==> src/rtl/var_delay_pkg.sv <==
// Shared types and helpers for the programmable delay line (var_delay).
// Latency: n/a (package only: fill FSM state type, width and clamp helpers).
// Backpressure: n/a.
package var_delay_pkg;

  // Fill FSM: FILL while the line refills after reset/load, RUN afterwards.
  typedef enum logic [0:0] {
    FILL = 1'b0,
    RUN  = 1'b1
  } state_e;

  // Width needed to hold a delay value 0..max_del.
  function automatic int calc_dw(input int max_del);
    return $clog2(max_del + 1);
  endfunction

  // Address width for max_del entries; never below 1 bit.
  function automatic int calc_aw(input int max_del);
    return (max_del > 1) ? $clog2(max_del) : 1;
  endfunction

  // Map a requested delay onto the legal range 1..max_del.
  function automatic int clamp_del(input int sel, input int max_del);
    if (sel == 0) return 1;
    if (sel > max_del) return max_del;
    return sel;
  endfunction

endpackage

==> src/rtl/var_delay_mem.sv <==
// Data storage for var_delay: DEPTH words, one shared read/write address.
// Latency: 1 cycle; rdata returns the old word at addr on the write cycle.
// Backpressure: none; rdata only updates when we=1, so it holds through stalls.
module var_delay_mem
  import var_delay_pkg::*;
#(
  parameter int DATA_W = 8,
  parameter int DEPTH  = 16,
  parameter int AW     = calc_aw(DEPTH)
) (
  input  logic              clk,
  input  logic              we,
  input  logic [AW-1:0]     addr,
  input  logic [DATA_W-1:0] wdata,
  output logic [DATA_W-1:0] rdata
);

  logic [DATA_W-1:0] mem [DEPTH];

  // Read-before-write on the same address; contents are deliberately not reset.
  always_ff @(posedge clk) begin
    if (we) begin
      rdata     <= mem[addr];
      mem[addr] <= wdata;
    end
  end

endmodule

==> src/rtl/var_delay.sv <==
// Programmable multi-channel delay line (1..MAX_DEL) with valid flag; macro VAR_DELAY_MASK_EN zeroes dout while invalid.
// Latency: exactly cur_del enabled cycles; load flushes valids and refills (busy) for cur_del enabled cycles.
// Backpressure: en=0 freezes all state; no ready signalling, load takes effect regardless of en.
module var_delay
  import var_delay_pkg::*;
#(
  parameter int WIDTH    = 8,
  parameter int CHANNELS = 1,
  parameter int MAX_DEL  = 16,
  parameter int DEF_DEL  = 4,
  localparam int DW      = calc_dw(MAX_DEL)
) (
  input  logic                      clk,
  input  logic                      rst_n,
  input  logic                      en,
  input  logic                      load,
  input  logic [DW-1:0]             del_sel,
  input  logic [CHANNELS*WIDTH-1:0] din,
  input  logic                      din_valid,
  output logic [CHANNELS*WIDTH-1:0] dout,
  output logic                      dout_valid,
  output logic                      busy,
  output logic [DW-1:0]             cur_del
);

  localparam int AW  = calc_aw(MAX_DEL);
  localparam int DWD = CHANNELS * WIDTH;

  logic [DW-1:0]      cur_del_q;
  logic [AW-1:0]      wp_q;
  logic [DW-1:0]      fill_cnt_q;
  state_e             state_q;
  logic [MAX_DEL-1:0] vld_q;
  logic               dout_valid_q;
  logic [DWD-1:0]     mem_rdata;

  logic          adv;
  logic [DW-1:0] sel_clamped;
  logic [DW-1:0] wp_last;
  logic [AW-1:0] wp_nxt;

  assign adv         = en & ~load;
  assign sel_clamped = DW'(clamp_del(int'(del_sel), MAX_DEL));
  assign wp_last     = cur_del_q - DW'(1);
  assign wp_nxt      = (DW'(wp_q) == wp_last) ? '0 : wp_q + AW'(1);

  // Delay register and circular write pointer; load restarts the pointer at 0.
  always_ff @(posedge clk or negedge rst_n) begin
    if (!rst_n) begin
      cur_del_q <= DW'(DEF_DEL);
      wp_q      <= '0;
    end else if (load) begin
      cur_del_q <= sel_clamped;
      wp_q      <= '0;
    end else if (en) begin
      wp_q      <= wp_nxt;
    end
  end

  // Fill FSM: count down cur_del enabled cycles after reset/load, then RUN.
  always_ff @(posedge clk or negedge rst_n) begin
    if (!rst_n) begin
      state_q    <= FILL;
      fill_cnt_q <= DW'(DEF_DEL);
    end else if (load) begin
      state_q    <= FILL;
      fill_cnt_q <= sel_clamped;
    end else if (adv && state_q == FILL) begin
      if (fill_cnt_q == DW'(1)) begin
        state_q <= RUN;
      end
      fill_cnt_q <= fill_cnt_q - DW'(1);
    end
  end

  // Valid bits live here (not in the RAM) so a load can clear them in one cycle.
  always_ff @(posedge clk or negedge rst_n) begin
    if (!rst_n) begin
      vld_q        <= '0;
      dout_valid_q <= 1'b0;
    end else if (load) begin
      vld_q        <= '0;
      dout_valid_q <= 1'b0;
    end else if (en) begin
      dout_valid_q <= vld_q[wp_q];
      vld_q[wp_q]  <= din_valid;
    end
  end

  var_delay_mem #(
    .DATA_W (DWD),
    .DEPTH  (MAX_DEL),
    .AW     (AW)
  ) u_mem (
    .clk   (clk),
    .we    (adv),
    .addr  (wp_q),
    .wdata (din),
    .rdata (mem_rdata)
  );

`ifdef VAR_DELAY_MASK_EN
  // Gate the RAM output register with the registered valid: flop-to-output only.
  assign dout = dout_valid_q ? mem_rdata : '0;
`else
  // The RAM output flop has no reset, so hold dout at 0 until the first read.
  logic dout_clr_q;

  // Set by reset, cleared by the first enabled read; load does not disturb it.
  always_ff @(posedge clk or negedge rst_n) begin
    if (!rst_n) begin
      dout_clr_q <= 1'b1;
    end else if (adv) begin
      dout_clr_q <= 1'b0;
    end
  end

  assign dout = dout_clr_q ? '0 : mem_rdata;
`endif

  assign dout_valid = dout_valid_q;
  assign busy       = (state_q == FILL);
  assign cur_del    = cur_del_q;

endmodule
==> config.mk <==
export PLATFORM = sky130hd
export DESIGN_NAME = var_delay
export DESIGN_NICKNAME = d
export VERILOG_FILES = /design/src/rtl/var_delay_pkg.sv /design/src/rtl/var_delay_mem.sv /design/src/rtl/var_delay.sv
export SDC_FILE = /design/constraint.sdc
export NUM_CORES = 1
export LEC_CHECK = 0
export CORE_AREA = 2 2 99 173
export CTS_CLUSTER_DIAMETER = 80
export CTS_CLUSTER_SIZE = 8
export DETAILED_ROUTE_END_ITERATION = 16
export DIE_AREA = 0 0 101 175
export PLACE_DENSITY = 0.62
export SKIP_LAST_GASP = 1
export SYNTH_ARGS = -nofsm -noshare
export SYNTH_HDL_FRONTEND = slang
export SYNTH_SLANG_ARGS = --single-unit
==> constraint.sdc <==
create_clock -name clk -period 3 [get_ports clk]
set_clock_uncertainty 0.2 [all_clocks]
set_input_delay 0.75 -clock clk [delete_from_list [all_inputs] [get_ports clk]]
set_output_delay 0.75 -clock clk [all_outputs]
set_load 0.01 [all_outputs]
After elaboration in Yosys (flattened, before gate mapping)
Memory sizes are Yosys's and may differ from the RTL's. A register that Yosys moved wholly into a read port is not among the register bits.
Index checks and enable logic that the tools add are counted.
{"block": "classes", "n_lt_le_gt_ge": 3, "div_mod_pow": 0, "n_mux": 27, "shifts": 0, "n_bitwise": 3, "multipliers": 0, "n_reduce_logical": 7, "add_sub_neg": 3, "eq_ne": 2}
{"cell": "$mux W16", "n": 2}
{"cell": "$mux W5", "n": 5}
{"cell": "$bwmux W16", "n": 1}
{"cell": "$mux W1", "n": 13}
{"cell": "$mux W4", "n": 3}
{"cell": "$sub A5 B1 Y5 const B", "n": 2}
{"cell": "$mux W8", "n": 1}
{"cell": "$reduce_bool A2 Y1", "n": 3}
{"cell": "$eq A4 B5 Y1", "n": 1}
{"cell": "$eq A5 B1 Y1 const B", "n": 1}
{"cell": "$gt A5 B5 Y1 const B", "n": 1}
{"cell": "$logic_not A5 Y1", "n": 1}
{"cell": "$lt A4 B5 Y1 const B", "n": 1}
{"cell": "$add A4 B1 Y4 const B", "n": 1}
{"cell": "$bmux W1 S4", "n": 1}
{"cell": "$demux W1 S4", "n": 1}
{"cell": "$ge A4 B1 Y1 const B", "n": 1}
{"cell": "$logic_and A1 B1 Y1", "n": 2}
{"cell": "$not A1 Y1", "n": 2}
{"cell": "$reduce_and A2 Y1", "n": 1}
{"cell": "$and A1 B1 Y1", "n": 1}
{"block": "word_totals", "latchBits": 0, "n_memories": 1, "regBits": 33, "mem_bits_ro": 0, "word_cells": 53, "ram_bits": 128, "in_bits": 18, "output_inout_bits": 15}
{"memory": "u_mem.mem", "depth": 16, "word_bits": 8, "rd": 1, "rd_ports_with_merged_regs": 1, "write_ports": 1, "line": "var_delay_mem.sv:18", "text": "logic [DATA_W-1:0] mem [DEPTH];"}

Logic depth before layout (Yosys ltp)
Gate-level depths: netlist of the first run.
{"block": "logic_depth", "word_depth": 7, "ltp_mapped": 8, "depth_no_buf": 6}

Cells and area by module
From an unflattened synthesis of the first run, not the netlist that was laid out.
{"block": "unflattened", "cells_unflattened": 436, "hier_area_um2": 7134.3}
{"module": "var_delay_mem", "instances": 1, "area_each_um2": 5147.4, "cells_per_inst": 230, "seq_area_each_um2": 4083.9}
{"module": "var_delay", "instances": 1, "area_each_um2": 1986.9, "cells_per_inst": 206, "seq_area_each_um2": 829.5}

Worst setup path after synthesis of the first run
OpenSTA, ideal clock, no wires.
{"block": "synth_path", "path_kind": "in2reg", "startpoint": "in en", "endpoint": "mem u_mem.mem[12][0], enable pin", "required_time_ns": 2.468, "setup_ns": 0.332, "path_stages": 4, "arrival_ns": 1.776, "path_slack_ns": 0.692, "path_cell_list": "clkbuf_1 > and3_1 > clkbuf_1 > and3_1"}
{"block": "synth_via", "elab_chain_len": 3}
{"element": "start, declared", "line": "var_delay.sv:15", "text": "input logic en,"}
{"element": "$and A1 B1 Y1", "line": "var_delay.sv:42", "text": "assign adv = en & ~load;"}
{"element": "$mux W1", "line": "var_delay_mem.sv:22", "text": "if (we) begin"}
{"element": "$mux W1 (not written as such)", "line": "var_delay_mem.sv:24", "text": "mem[addr] <= wdata;"}
{"element": "end, declared", "line": "var_delay_mem.sv:18"}
No other way between the ends.

Final worst setup path of the first run
{"block": "layout_path", "startpoint": "reg dout_clr_q", "endpoint": "out dout[1]"}
{"block": "layout_via", "elab_chain_len": 1}
{"element": "start, declared", "line": "var_delay.sv:107", "text": "logic dout_clr_q;"}
{"element": "start signal, assigned", "line": "var_delay.sv:112", "text": "dout_clr_q <= 1'b1;"}
{"element": "start signal, assigned", "line": "var_delay.sv:114", "text": "dout_clr_q <= 1'b0;"}
{"element": "$mux W8", "line": "var_delay.sv:118", "text": "assign dout = dout_clr_q ? '0 : mem_rdata;"}
{"element": "end, declared", "line": "var_delay.sv:20", "text": "output logic [CHANNELS*WIDTH-1:0] dout,"}
No other way between the ends.

==> flow_summary.json, run 1 <==
{
  "outcome": "completed",
  "ff_latch_area_sq_um": 4910,
  "drt-initial-drc-count": 318,
  "switching_share_pct": 23.3,
  "hold_slack_ns": 0.321,
  "die_w_um": 101,
  "cp-start-kind": "flop",
  "die_area_sq_um": 17700,
  "ir_worst_vdd_uv": 376,
  "dr.pass1.iters": 7,
  "port_buffers": 32,
  "grt_max_degree": 34,
  "synth_edf_count": 136,
  "worst_pin_slew_ns": 0.893,
  "grt.total_usage_pct": 19.0,
  "crit_slowest_cell": "dfstp_2",
  "ys_seq_area_share_pct": 68.5,
  "clock_power_share_pct": 40.9,
  "nets": 485,
  "hp-class": "reg2reg",
  "place_area_sq_um": 7710,
  "synthArstFlopShare_pct": 19.5,
  "wire_per_inst_um": 23.3,
  "finalCritPeriodShare_pct": 86.1,
  "ys_top_cells_by_count": "edfxtp_1 (136), nand2_1 (36), dfrtp_1 (30)",
  "reg2regPathDepth": 3,
  "wl_met2_mm": 8.62,
  "place_inst": 633,
  "avgViaCountPerCell": 5.68,
  "path_max_fanout": 9,
  "dr_wl_met3_um": 676,
  "clk_path_buf_depth": 2,
  "diodes": 0,
  "ios": 33,
  "ant_nets": 0,
  "synth_top_cell_by_area": "edfxtp_1",
  "cts-root-buf": "clkbuf_16",
  "power_density_nw_per_um2": 621,
  "ys.flop_type": "edfxtp_1",
  "endpoint_kind": "primary output",
  "yosys_warnings": 0,
  "finish.instance_area_sq_um": 8280,
  "clk_pin_slew_ns": 0.06,
  "top_layer": "met4",
  "cts_buffers": 17,
  "wl_mm": 15.5,
  "cp_slowest_stage_delay_ns": 0.64,
  "die_h_um": 175,
  "timing.rr.start": "wp_q[0]",
  "max_freq_ghz": 0.387,
  "syn_nets": 445,
  "p_int_uw": 3950,
  "grt_pass1_vias": 3992,
  "rows": 62,
  "ys_ff_latch": 169,
  "cts.sinks": 169,
  "hold_viol": 0,
  "cp.arrival_ns": 1.63,
  "hpwl_mm": 10.9,
  "path_cells": "nor2b_1 -> clkdlybuf4s50_1",
  "p_leak_uw": 0.00284,
  "power_frac_seq_pct": 50.8,
  "synth_area_leaders": "edfxtp_1 (57%), dfrtp_1 (10%), mux4_2 (7.8%), mux4_1 (7.0%), nand2_1 (1.9%)",
  "drv_cap": 0,
  "fillCellCount": 1309,
  "r2r_slack_ns": 0.52,
  "min_to": "vld_q[6]",
  "instances_no_fill": 665,
  "cts_tree": "done",
  "synth.distinct_cells": 40,
  "multi_input_area_sq_um": 2050,
  "clock_latency_ns": 0.43,
  "coreArea_sq_um": 16300,
  "initial_utilization_pct": 44.0,
  "gp_congestion": 0.796,
  "synth_top_area_share_pct": 56.9,
  "grt_pass1_wl_mm": 23.8,
  "postSynthAreaPerCell_sq_um": 17.1,
  "cts_setup_buffers": 0,
  "drc_errors": 0,
  "worstPathRequired_ns": 2.05,
  "cts_resized": 0,
  "h-tree-depth": 4,
  "worst-setup-path-type": "reg2out",
  "area_growth_pct": 15.4,
  "drive_gt1_share_pct": 16.7,
  "finalCriticalPeriod_ns": 2.58,
  "holdBufCountCts": 0,
  "hold_path.startpoint": "vld_q[6]",
  "slew_viol_final": 0,
  "synthesis.area_sq_um": 7180,
  "hold_depth": 2,
  "grt.overflow.total": 0,
  "syn_inst": 420,
  "relSlewSlack_pct": 40.5,
  "antenna_found_initial": 0,
  "combPwrFrac_pct": 8.2,
  "wl_met1_mm": 5.51,
  "switching_power_uw": 1200,
  "synth_most_common_cell": "edfxtp_1",
  "rsz0062_at_grt": "no",
  "reg2reg_to": "u_mem.rdata[2]",
  "finalSetupViolCount": 0,
  "fin_setup_tns_ns": 0,
  "vias": 3780
}
final cells by class:
| type | count | area share, % |
|---|---|---|
| Clock buffer | 19 | 5.23 |
| Clock inverter | 13 | 1.62 |
| Inverter | 10 | 0.453 |
| Multi-Input combinational cell | 212 | 24.8 |
| Sequential cell | 169 | 59.3 |
| Tap cell | 192 | 2.90 |
| Timing Repair Buffer | 50 | 5.65 |
state kept, by name, summed over array words and instances (netlist names):
signal,flops
fill_cnt_q,5
dout_valid,1
u_mem.rdata,8
u_mem.mem,128
vld_q,16
dout_clr_q,1
wp_q,4
cur_del,5
state_q,1
per-stage QoR:
step           utilization, %  power (uW)  setup slack, ns
2_1_floorplan               -        2910            0.692
3_3_place_gp             47.4        3090            0.314
3_5_place_dp             47.4        3090            0.216
4_1_cts                  50.8        5180            0.394
5_1_grt                  50.8        5310            0.361
6_report                 50.8        5140            0.416
how the worst max path moves through the flow:
stage               depth (start not counted)               end  slack, ns        from
finish                                      2           dout[1]       0.42  dout_clr_q
global route                                2           dout[4]       0.36  dout_clr_q
CTS                                         2           dout[4]       0.39  dout_clr_q
detailed placement                          5  u_mem.mem[10][6]       0.22        load
global placement                            4   u_mem.mem[2][7]       0.31        load
floorplan                                   4  u_mem.mem[12][0]       0.69          en
cell families after synthesis:
kind of cell | Yosys count | share of synthesized area (%)
and+or+nand+nor | 112 | 8.21
xor gates and xnor gates | 8 | 0.976
muxes | 47 | 15.2
adders and majority gates | 7 | 1.22
buffers and inverters | 39 | 2.89
AOI/OAI and AO/OA | 38 | 2.98
DFF | 169 | 68.5
placed cells by master, fill, tap and decap left out, drive strengths merged, types with 2 or more instances in the layout:
cell	n
a2111oi	2
a21oi	22
and2	10
and3	11
and3b	2
buf	18
clkbuf	19
clkdlybuf4s50	32
clkinv	3
clkinvlp	2
dfrtp	30
dfstp	3
edfxtp	136
ha	7
inv	17
mux2i	2
mux4	44
nand2	36
nand2b	3
nand3	20
nand3b	3
nand4b	2
nor2	6
nor2b	9
nor3	5
nor3b	3
o21ai	9
xnor2	4
xor2	4
worst max-delay path: cells and delay by family, from the launching register on:
family                 cells  cell delay [ns]
buffers and inverters      1             0.50
AND/OR/NAND/NOR            1             0.07
flip-flops                 1             0.64
power groups by stage:
stage	Clock (uW)	Sequential, uW	Combinational, uW
3_3_place_gp	0	2660	423
3_5_place_dp	0	2670	429
5_1_grt	2240	2620	459
6_report	2110	2620	423
2_1_floorplan	0	2650	255
4_1_cts	2140	2620	430
metal layers:
metal / vias to the layer above / GRT usage [%]
met2: 108 / 33.4
met1: 1924 / 21.0
met5: - / 0
met4: 0 / 9.91
li1: 1720 / -
met3: 28 / 4.20
Note: power is estimated with default switching activity, not from simulation.
==> run 2, diff against run 1 <==
--- a/config.mk
+++ b/config.mk
@@ -5,12 +5,15 @@
 export SDC_FILE = /design/constraint.sdc
 export NUM_CORES = 1
 export LEC_CHECK = 0
-export CORE_AREA = 2 2 99 173
+export ABC_AREA = 1
+export CELL_PAD_IN_SITES_DETAIL_PLACEMENT = 2
+export CELL_PAD_IN_SITES_GLOBAL_PLACEMENT = 2
+export CORE_AREA = 2 2 104 182
 export CTS_CLUSTER_DIAMETER = 80
 export CTS_CLUSTER_SIZE = 8
 export DETAILED_ROUTE_END_ITERATION = 16
-export DIE_AREA = 0 0 101 175
-export PLACE_DENSITY = 0.62
+export DIE_AREA = 0 0 106 184
+export PLACE_DENSITY = 0.8
 export SKIP_LAST_GASP = 1
 export SYNTH_ARGS = -nofsm -noshare
 export SYNTH_HDL_FRONTEND = slang
==> run 2 against run 1 <==
Compared with the run above: sequential share of layout area is 2.0 points lower; first-iteration DRC count is 5.0% higher; total power is 6.9% higher; cell area is 3.5% higher; maximum frequency is 1.1% higher; critical path type unchanged; count of clock-buffer cells in the layout is 2 lower; setup slack better by 0.028 ns; combinational power is 43% higher.
==> flow_summary.json, run 2 <==
{
  "clk_pin_slew_ns": 0.08,
  "ir_worst_vdd_uv": 407,
  "wire_per_inst_um": 25.9,
  "postSynthAreaPerCell_sq_um": 11.1,
  "syn_nets": 683,
  "synth_area_leaders": "edfxtp_1 (56%), dfrtp_1 (10%), o21ai_0 (6.4%), nand2_1 (5.4%), nor2_1 (4.8%)",
  "ant_nets": 0,
  "mostFrequentLayoutCells": "edfxtp_1 (136), nand2_1 (106), nor2_1 (94)",
  "finalCritPeriodShare_pct": 85.2,
  "gp_congestion": 0.815,
  "relSlewSlack_pct": 40.6,
  "synthMuxAreaShare_pct": 0,
  "drc_errors": 0,
  "setup_ws_ns": 0.444,
  "cts_setup_buffers": 0,
  "drive_gt1_share_pct": 13.1,
  "grt_max_degree": 38,
  "reg_top3": "u_mem.mem: 128 flops, vld_q: 16 flops, u_mem.rdata: 8 flops",
  "synth_edf_count": 136,
  "slew_viol_final": 0,
  "cts.sinks": 169,
  "hp-class": "in2async",
  "synth_top_cell_by_area": "edfxtp_1",
  "clock_latency_ns": 0.45,
  "die_w_um": 106,
  "initial_utilization_pct": 40.7,
  "synth_fa_ha_area_share_pct": 1.20,
  "cts_tree": "done",
  "endpoint_kind": "primary output",
  "power_density_nw_per_um2": 641,
  "instances_no_fill": 959,
  "holdBufCountCts": 0,
  "cts-root-buf": "clkbuf_16",
  "grt_pass1_wl_mm": 37.4,
  "hold_viol": 0,
  "port_buffers": 32,
  "synth_xor_xnor_area_share_pct": 0.701,
  "cts_resized": 0,
  "diodes": 0,
  "rows": 65,
  "synth_most_common_cell": "edfxtp_1",
  "finalCriticalPeriod_ns": 2.56,
  "hold_slack_ns": 0.223,
  "antenna_found_initial": 0,
  "place_inst": 927,
  "worst_pin_slew_ns": 0.891,
  "synth-compound-area-share_pct": 11.2,
  "fin_setup_tns_ns": 0,
  "outcome": "completed",
  "ys_seq_area_share_pct": 67.2,
  "pre_cts_ws_ns": 0.369,
  "worstPathRequired_ns": 2.05,
  "cp.arrival_ns": 1.61,
  "die_h_um": 184,
  "coreArea_sq_um": 18000,
  "hpwl_mm": 17.5,
  "synthSimpleGateAreaFrac_pct": 13.7,
  "largest_reg_flops": 128,
  "worst-setup-path-type": "reg2out",
  "synthArstFlopShare_pct": 19.5,
  "wl_mm": 24.8,
  "path_max_fanout": 9,
  "cp-start-kind": "flop",
  "h-tree-depth": 4,
  "cts_buffers": 17,
  "grt.total_usage_pct": 26.9,
  "area_growth_pct": 17.2,
  "layout_commonest_cell": "edfxtp_1",
  "synth_top_area_share_pct": 55.8,
  "drt-initial-drc-count": 334,
  "ys.flop_type": "edfxtp_1",
  "p_leak_uw": 0.00320,
  "nets": 737,
  "syn_inst": 658,
  "synth_top_family_by_area": "simple AND/OR/NAND/NOR gates",
  "largest_register": "u_mem.mem",
  "dr.pass1.iters": 5,
  "yosys_warnings": 0,
  "finalSetupViolCount": 0,
  "grt.overflow.total": 0,
  "avgViaCountPerCell": 5.60,
  "clk_path_buf_depth": 2,
  "die_area_sq_um": 19500,
  "drv_cap": 0,
  "max_freq_ghz": 0.391,
  "ys_ff_latch": 169,
  "vias": 5372,
  "ios": 33,
  "ys_top_cells_by_count": "edfxtp_1 (136), nand2_1 (106), nor2_1 (94)",
  "synthesis.area_sq_um": 7310,
  "synth.distinct_cells": 34,
  "rsz0062_at_grt": "no",
  "grt_pass1_vias": 6087
}
-- run 2: changes by cell type after synthesis, sizes merged, moves of 17 or more --
cell / previous run / this run
inv: 10 / 52
buf: 13 / 30
o22ai: 1 / 35
nand2: 36 / 110
mux4: 44 / 0
o21ai: 9 / 96
nor2: 6 / 96
-- run 2: layer usage --
layer  wire (um)  vias to the layer above  global-route usage (%)
met3         841                       71                    4.08
met5           0                        -                       0
met1        8650                     2728                    27.2
met2       14100                      183                    51.8
li1            -                     2390                       -
met4        1280                        0                    14.8
-- run 2: metrics by stage --
| step | utilization, % | area (sq um) | total power [uW] |
|---|---|---|---|
| global placement | 44.4 | 7990 | 3240 |
| detailed placement | 44.4 | 7990 | 3290 |
| CTS | 47.7 | 8570 | 5530 |
| finish | 47.7 | 8570 | 5500 |
| floorplan | - | 7310 | 3000 |
| global route | 47.7 | 8570 | 5660 |
-- run 2: path summary, 6_finish.rpt --
check / start / end / slack [ns] / depth (start not counted)
hold / removal: rst_n / vld_q[8] / 0.22 / 1
setup / recovery: dout_clr_q / dout[1] / 0.44 / 2
max in group asynchronous: rst_n / wp_q[0] / 1.77 / 1
hold reg to reg: dout_valid / dout_valid / 0.30 / 2
min in group clk: dout_valid / dout_valid / 0.30 / 2
setup reg to reg: wp_q[1] / u_mem.mem[5][2] / 0.51 / 5
-- run 2: cells by family (layout without fill, tap and decap cells) --
family,Yosys count,after routing
adders and majority gates,7,7
buffers and inverters,90,157
DFF,169,169
AOI/OAI and AO/OA,151,151
and+or+nand+nor,236,236
xor gates and xnor gates,5,5
-- run 2: worst max-delay path, stage by stage, from the launching register on --
cell,delay [ns]
dfstp_2,0.61
nor2_1,0.08
clkdlybuf4s50_1,0.48
-- run 2: power breakdown --
part	total (uW)	switching [uW]	internal, uW
sequential	2630	38.4	2590
combinational	606	410	195
clock	2260	1010	1240
total	5500	1460	4030
-- run 2: area by class of cell --
class	count	area [sq um]
Clock buffer	17	425
Fill cell	1810	9400
Multi-Input combinational cell	399	1950
Sequential cell	169	4910
Tap cell	234	293
Inverter	52	200
Clock inverter	15	164
Timing Repair Buffer	73	623
